**src/rtl/cbus_arbiter.sv**
```systemverilog
// Cache-bus arbiter: grants one of NUM_REQ requesters ownership of the shared memory
// bus for a whole burst. Selection is round-robin or fixed priority.
package cbus_arbiter_pkg;
    typedef enum logic [2:0] {MLEN1, MLEN2, MLEN4, MLEN8, MLEN16} cbus_len_t;

    typedef struct packed {
        logic        valid;
        logic        is_write;
        logic [2:0]  size;
        logic [31:0] addr;
        logic [3:0]  strobe;
        logic [31:0] data;
        cbus_len_t   len;
    } cbus_req_t;

    typedef struct packed {
        logic        ready;
        logic        last;
        logic [31:0] data;
    } cbus_resp_t;
endpackage

module cbus_arbiter
    import cbus_arbiter_pkg::*;
#(
    parameter int  NUM_REQ = 2,
    parameter bit  RR_EN   = 1'b1,
    localparam int IW      = (NUM_REQ > 1) ? $clog2(NUM_REQ) : 1
) (
    input  logic          clk,
    input  logic          resetn,
    input  cbus_req_t     ireqs [NUM_REQ],
    output cbus_resp_t    iresps [NUM_REQ],
    output cbus_req_t     oreq,
    input  cbus_resp_t    oresp,
    output logic          busy,
    output logic [IW-1:0] grant_id
);

    typedef enum logic {ST_IDLE, ST_BUSY} state_t;

    state_t        state_q, state_d;
    logic [IW-1:0] grant_q, grant_d;
    logic [IW-1:0] rr_q, rr_d;
    logic [7:0]    beat_q, beat_d;
    logic [IW-1:0] winner;
    logic [IW-1:0] sel;
    logic          any_valid;
    int            idx;

    // Scan downward so the candidate closest to the scan start is the last one written.
    always_comb begin
        winner    = '0;
        any_valid = 1'b0;
        idx       = 0;
        sel       = '0;
        for (int k = NUM_REQ - 1; k >= 0; k--) begin
            idx = RR_EN ? int'(rr_q) + k : k;
            if (idx >= NUM_REQ) idx = idx - NUM_REQ;
            sel = IW'(idx);
            if (ireqs[sel].valid) begin
                winner    = sel;
                any_valid = 1'b1;
            end
        end
    end

    always_comb begin
        state_d = state_q;
        grant_d = grant_q;
        rr_d    = rr_q;
        beat_d  = beat_q;
        oreq    = '0;
        busy    = 1'b0;
        for (int j = 0; j < NUM_REQ; j++) iresps[j] = '0;

        case (state_q)
            ST_IDLE: begin
                if (any_valid) begin
                    state_d = ST_BUSY;
                    grant_d = winner;
                    beat_d  = '0;
                end
            end
            ST_BUSY: begin
                busy            = 1'b1;
                oreq            = ireqs[grant_q];
                iresps[grant_q] = oresp;
                if (oresp.ready && (beat_q != 8'hFF)) beat_d = beat_q + 8'd1;
                // Completion cycle never grants; the next arbitration happens from IDLE.
                if (oresp.ready && oresp.last) begin
                    state_d = ST_IDLE;
                    rr_d    = (grant_q == IW'(NUM_REQ - 1)) ? '0 : grant_q + 1'b1;
                end
            end
            default: state_d = ST_IDLE;
        endcase
    end

    always_ff @(posedge clk or negedge resetn) begin
        if (!resetn) begin
            state_q <= ST_IDLE;
            grant_q <= '0;
            rr_q    <= '0;
            beat_q  <= '0;
        end else begin
            state_q <= state_d;
            grant_q <= grant_d;
            rr_q    <= rr_d;
            beat_q  <= beat_d;
        end
    end

    assign grant_id = grant_q;

endmodule

```
**config.mk**
```make
export PLATFORM = sky130hd
export DESIGN_NAME = cbus_arbiter
export DESIGN_NICKNAME = d
export VERILOG_FILES = /design/src/rtl/cbus_arbiter.sv
export SDC_FILE = /design/constraint.sdc
export NUM_CORES = 1
export LEC_CHECK = 0
export ABC_AREA = 1
export BUFFER_PORTS_ARGS = -buffer_cell sky130_fd_sc_hd__buf_2
export CORE_AREA = 8 8 125 127
export DETAILED_ROUTE_END_ITERATION = 8
export DIE_AREA = 0 0 133 135
export HOLD_SLACK_MARGIN = 0.02
export PLACE_DENSITY = 0.46
export SLEW_MARGIN = 20
export SYNTH_ARGS = -nofsm -noshare
export SYNTH_HDL_FRONTEND = slang
export SYNTH_SLANG_ARGS = --single-unit
```
**constraint.sdc**
```tcl
create_clock -name clk -period 3.2 [get_ports clk]
set_input_delay 0.32 -clock clk [delete_from_list [all_inputs] [get_ports clk]]
set_output_delay 0.32 -clock clk [all_outputs]
set_load 0.005 [all_outputs]
```
# Word-level counts from Yosys, hierarchy flattened

Index checks and enable logic that the tools add are counted.

Register bits: 3
Input bits: 188
Output and inout bits: 146
Logic and storage cells: 46

$add $sub $neg: 4
Order comparisons: 6
Muxes and demuxes: 24
Bitwise gates (word level): 5
Reduce and logical (&&, ||, !) cells: 4

Operators by type and width:

| operator            | count |
|---|---|
| $mux 76             | 10 |
| $and 68x68->68      | 1 |
| $mux 68             | 1 |
| $demux 34 s1        | 1 |
| $mux 34             | 1 |
| $mux 1              | 10 |
| $ge 2x2->1 const B  | 4 |
| $not 1->2           | 3 |
| $reduce_and 2->1    | 2 |
| $add 1x1->2 const B | 1 |
| $ge 1x2->1 const B  | 1 |
| $logic_and 1x1->1   | 2 |
| $lt 2x1->1 const B  | 1 |
| $pmux 1 s2          | 1 |
| $sub 1x1->1 const B | 2 |
| $add 1x1->1 const B | 1 |
| $not 1->1           | 1 |

# Depth between registers and ports, before layout

Depth in word-level cells: 11
Gate-level depth with buffers: 6
Mapped depth without buffers: 4

# Least setup slack after synthesis

No wires, ideal clock.

Kind: flip-flop to output port
Start: reg state_q
End: out oreq[31] in the netlist's numbering
Arrival: 1.053 ns
Required time: 2.880 ns
Path slack: 1.827 ns
Cell stages (with the launch flop): 7
Buffers on the path: 2
Cell sequence: dfrtp_1 -> inv_2 -> nor2_4 -> buf_4 -> buf_2 -> nand2_1 -> nand2_1

RTL lines:

| element                  | RTL line | source |
|---|---|---|
| start: declaration       | 42       | `state_t state_q, state_d;` |
| start signal: assignment | 107      | `state_q <= state_d;` |
| end: declaration         | 34       | `output cbus_req_t oreq,` |

==> impl_summary.txt <==
----------------------------------------------------
[STA]
  Time the final worst path needs with I/O delays and setup ... around 2 ns
  Final clock skew ... 0.00296 ns
  Remaining max-slew budget at the tightest pin ... 0.600
  Setup TNS ... 0 ns
  Final clock period utilization by the worst path ... 0.626
  RSZ-0062 raised after global routing ... false
  Worst-Margin Slew ... 0.598 ns
  Worst hold margin ... 0.369 ns
  Fmax achieved ... approximately 500 MHz
  Fin. max-slew vios ... 0
  Number of hold violations in the final report ... 0
  Final setup vio count ... 0

[Power]
  Clk pwr share ... 0.143
  Power density cells ... 408 nW/µm²
  Share of total power in sequential cells ... 0.041
  Part of the total power dissipated in combinational logic ... 0.816
  Cell internal pwr ... roughly 690 µW
  Net load switching power ... ~700 µW
  Sw frac ... 0.501
  Leakage power total ... approximately 0.0025 µW
  Worst voltage drop across the vdd grid ... 0.129 mV

[Drt]
  Count of TritonRoute iterations in the first routing pass ... 4
  Residual DRC ... 0
  Overall routed net length ... 11200 µm
  Number of vias in the routed layout ... about 3200
  Wire length per cell after detailed routing ... approximately 13 µm
  Via density per instance ... between 3 and 4
  Starting DRC count in detailed routing ... ~100
  ANT nets after route ... 0

[Critical path]
  Data arrival, critical path ... 1.68 ns
  Required time of the worst setup path ... roughly 2.9 ns
  Maximum fanout along the worst path ... 36
  CP Capture Type ... primary output
  Cell family with the largest share of critical-path delay ... buffers and inverters
  Critical Path Start Type ... flop
  Worst Setup Path Type ... reg2out
  Crit path cell chain ... nand2_2, inv_2, buf_4, nand2_1, nand2_1, buf_2
  Dominant cell type by count on the critical path ... sky130_fd_sc_hd__nand2_1
  Buffer and inverter count on the worst path ... 3
  Maximum cell stage delay along the critical path ... 0.43 ns
  Highest-delay cell along the critical path ... sky130_fd_sc_hd__dfrtp_1

[Synth]
  Netlist area before placement ... 1520 µm²
  Adder-cell share of the synthesized area ... 0
  Synth top area cells ... sky130_fd_sc_hd__nand2_1 57%, sky130_fd_sc_hd__nor2_1 17%, sky130_fd_sc_hd__inv_1 8.9%
  Number of distinct library cell variants in the gate-level netlist after synthesis ... 14
  Number of nets produced by synthesis ... 561
  Yosys warning total ... 0
  Multiplexer fraction of the synthesized cell area ... 0
  Post-Synth Simple-Gate Area ... 0.773
  Dominant combinational cell family by area after synthesis ... simple AND/OR/NAND/NOR gates
  Number of flip-flops and latches in the synthesized netlist ... 3
  Area share of the largest cell type after synthesis ... 0.574
  Async set or reset register ratio after synthesis ... 1.00
  Mapped Cells ... 373
  Portion of the post-synthesis area used by sequential elements ... 0.0495
  Per-instance average area after synthesis ... 4.07 µm²
  Synthesized-area fraction occupied by ao, oa, aoi and oai cells ... 0.00330
  Number of flops mapped to enable cells by yosys ... 0
  Most frequent cell after synthesis ... sky130_fd_sc_hd__nand2_1
  Fraction of synthesized cell area in xor and xnor cells ... 0
  Most used flip-flop cell after synthesis ... sky130_fd_sc_hd__dfrtp_1
  Synth area leader ... sky130_fd_sc_hd__nand2_1
  Synth cell count leaders ... 232 x sky130_fd_sc_hd__nand2_1, 70 x sky130_fd_sc_hd__nor2_1, 36 x sky130_fd_sc_hd__inv_1

[Layout]
  Area taken by flip-flops and latches ... 75.1 µm²
  Utilization of the core after routing ... 0.251
  Area growth from synthesis to final layout ... 125%
  Final std cells w/o fill ... between 800 and 900
  Post-layout net count ... roughly 900
  Fillers ... ~1600
  Area taken by multi-input logic gates ... 1180 µm²
  Count of antenna diodes in the layout ... 0
  Fraction of final layout cells sized beyond drive strength 1 ... 0.499
  Finished Cell Area ... about 3400 µm²

[Placement]
  DP HPWL ... just under 10000 µm
  Placed Cells incl. Taps ... roughly 870
  Area after detailed placement ... between 3000 and 4000 µm²
  Global placer's final weighted congestion ... 0.781
  Count of port buffers added during placement ... between 300 and 400

[CTS]
  Clock net sink count ... 3
  CTS clock-pin slew for the worst setup and hold paths ... 0.03 ns
  Cts bufs inserted ... 3
  Clock Path Buffers ... 2
  CTS tree ... yes
  CTS-repair resized insts ... 0
  Maximum level of the CTS H-tree ... 1
  Setup Buffers After CTS ... 0
  CTS root buffer ... sky130_fd_sc_hd__clkbuf_16
  Clk_lat worst skew ... about 0.23 ns

[Global route]
  Global-route wire length before repair ... around 16000 µm
  Overflow left after global routing ... 0
  Vias in the first global route ... 3128
  Total Routing Usage GR ... 0.112
  Largest net degree at the start of global routing ... 50
  Number of antenna violations at the first check in global routing ... 0

[Run status]
  Outcome ... completed

[Floorplanning]
  I/O pin count ... roughly 330
  Number of standard-cell rows in the floorplan ... 43
  Area of the placeable core ... about 14000 µm²
  Height of the die ... 135 µm
  Die outline area ... 18000 µm²
  Width of the die ... 133 µm
  Starting Density ... 0.111

[Run]
  Max-capacitance violation count ... 0

[Hold path]
  Worst Hold Class ... in2reg

----------------------------------------------------
-- worst paths after layout --
| path | startpoint | to | slack, ns | cells past startpoint |
|---|---|---|---|---|
| hold / removal | oresp[32] | rr_q$_DFFE_PN0P_ | 0.37 | 3 |
| setup reg to reg | grant_id$_DFFE_PN0P_ | grant_id$_DFFE_PN0P_ | 2.03 | 3 |
| setup / recovery | grant_id$_DFFE_PN0P_ | oreq[18] | 1.20 | 6 |
| hold reg to reg | rr_q$_DFFE_PN0P_ | rr_q$_DFFE_PN0P_ | 0.48 | 2 |
| min in group asynchronous | resetn | grant_id$_DFFE_PN0P_ | 0.44 | 2 |
| max in group asynchronous | resetn | state_q$_DFF_PN0_ | 2.65 | 2 |
-- state kept, by name, summed over array words and instances, names as in the netlist --
register,flops
grant_id,1
rr_q,1
state_q,1
-- layer usage --
| layer | share of wire | track usage | vias up |
|---|---|---|---|
| met1 | 0.37 | 0.112 | 1257 |
| met3 | 0.11 | 0.0509 | 7 |
| met2 | 0.51 | 0.209 | 187 |
| met5 | 0 | 0 | - |
| met4 | 0.0073 | 0.0215 | 0 |
| li1 | - | - | 1707 |
-- tightest hold or removal path, delay by kind of cell --
kind,cells,cell delay [ns]
buffers and inverters,1,0.10
AND/OR/NAND/NOR,2,0.13
-- power groups by stage --
| stage | logic (µW) | registers [µW] | clock network, µW |
|---|---|---|---|
| finish | 1140 | 56.6 | 199 |
| detailed placement | 1170 | 57.2 | 0 |
| CTS | 1170 | 57.1 | 203 |
| global route | 1290 | 58.1 | 208 |
| global placement | 1190 | 56.8 | 0 |
| floorplan | 571 | 56.6 | 0 |
-- layout make-up --
class                           instances  share of cell area
Clock buffer                            4              0.0231
Sequential cell                         3              0.0220
Inverter                               39              0.0428
Multi-Input combinational cell        309               0.345
Timing Repair Buffer                  339               0.502
Tap cell                              180              0.0659
-- repair_timing --
action,in CTS,in global routing
endpoints found under the hold margin,3,0
hold buffers,1,0
endpoints found under the setup margin,0,0
-- stage by stage --
stage | power, µW | setup slack [ns]
6_report | 1390 | 1.20
5_1_grt | 1560 | 1.02
4_1_cts | 1430 | 1.16
3_5_place_dp | 1230 | 1.40
3_3_place_gp | 1240 | 1.41
2_1_floorplan | 628 | 1.83
-- kinds of logic after synthesis --
logic type             count (synthesis)
AO/OA/AOI/OAI                          1
buffers and inverters                 61
flip-flops                             3
AND/OR/NAND/NOR                      308
-- placed cells by master, fill, tap and decap left out --
master | Yosys | layout
sky130_fd_sc_hd__and2_1 | 1 | 1
sky130_fd_sc_hd__nand2_1 | 232 | 232
sky130_fd_sc_hd__nor2_1 | 70 | 70
sky130_fd_sc_hd__inv_1 | 36 | 36
sky130_fd_sc_hd__buf_4 | 7 | 5
sky130_fd_sc_hd__clkbuf_16 | 0 | 3
sky130_fd_sc_hd__nor2_4 | 1 | 1
sky130_fd_sc_hd__nand2_2 | 1 | 1
sky130_fd_sc_hd__o21ai_0 | 1 | 1
sky130_fd_sc_hd__dfrtp_1 | 3 | 3
sky130_fd_sc_hd__clkbuf_1 | 6 | 1
sky130_fd_sc_hd__inv_2 | 3 | 3
sky130_fd_sc_hd__dlygate4sd3_1 | 0 | 1
sky130_fd_sc_hd__nand3_1 | 3 | 3
sky130_fd_sc_hd__buf_2 | 7 | 333
Power figures use the tool's default switching activity.
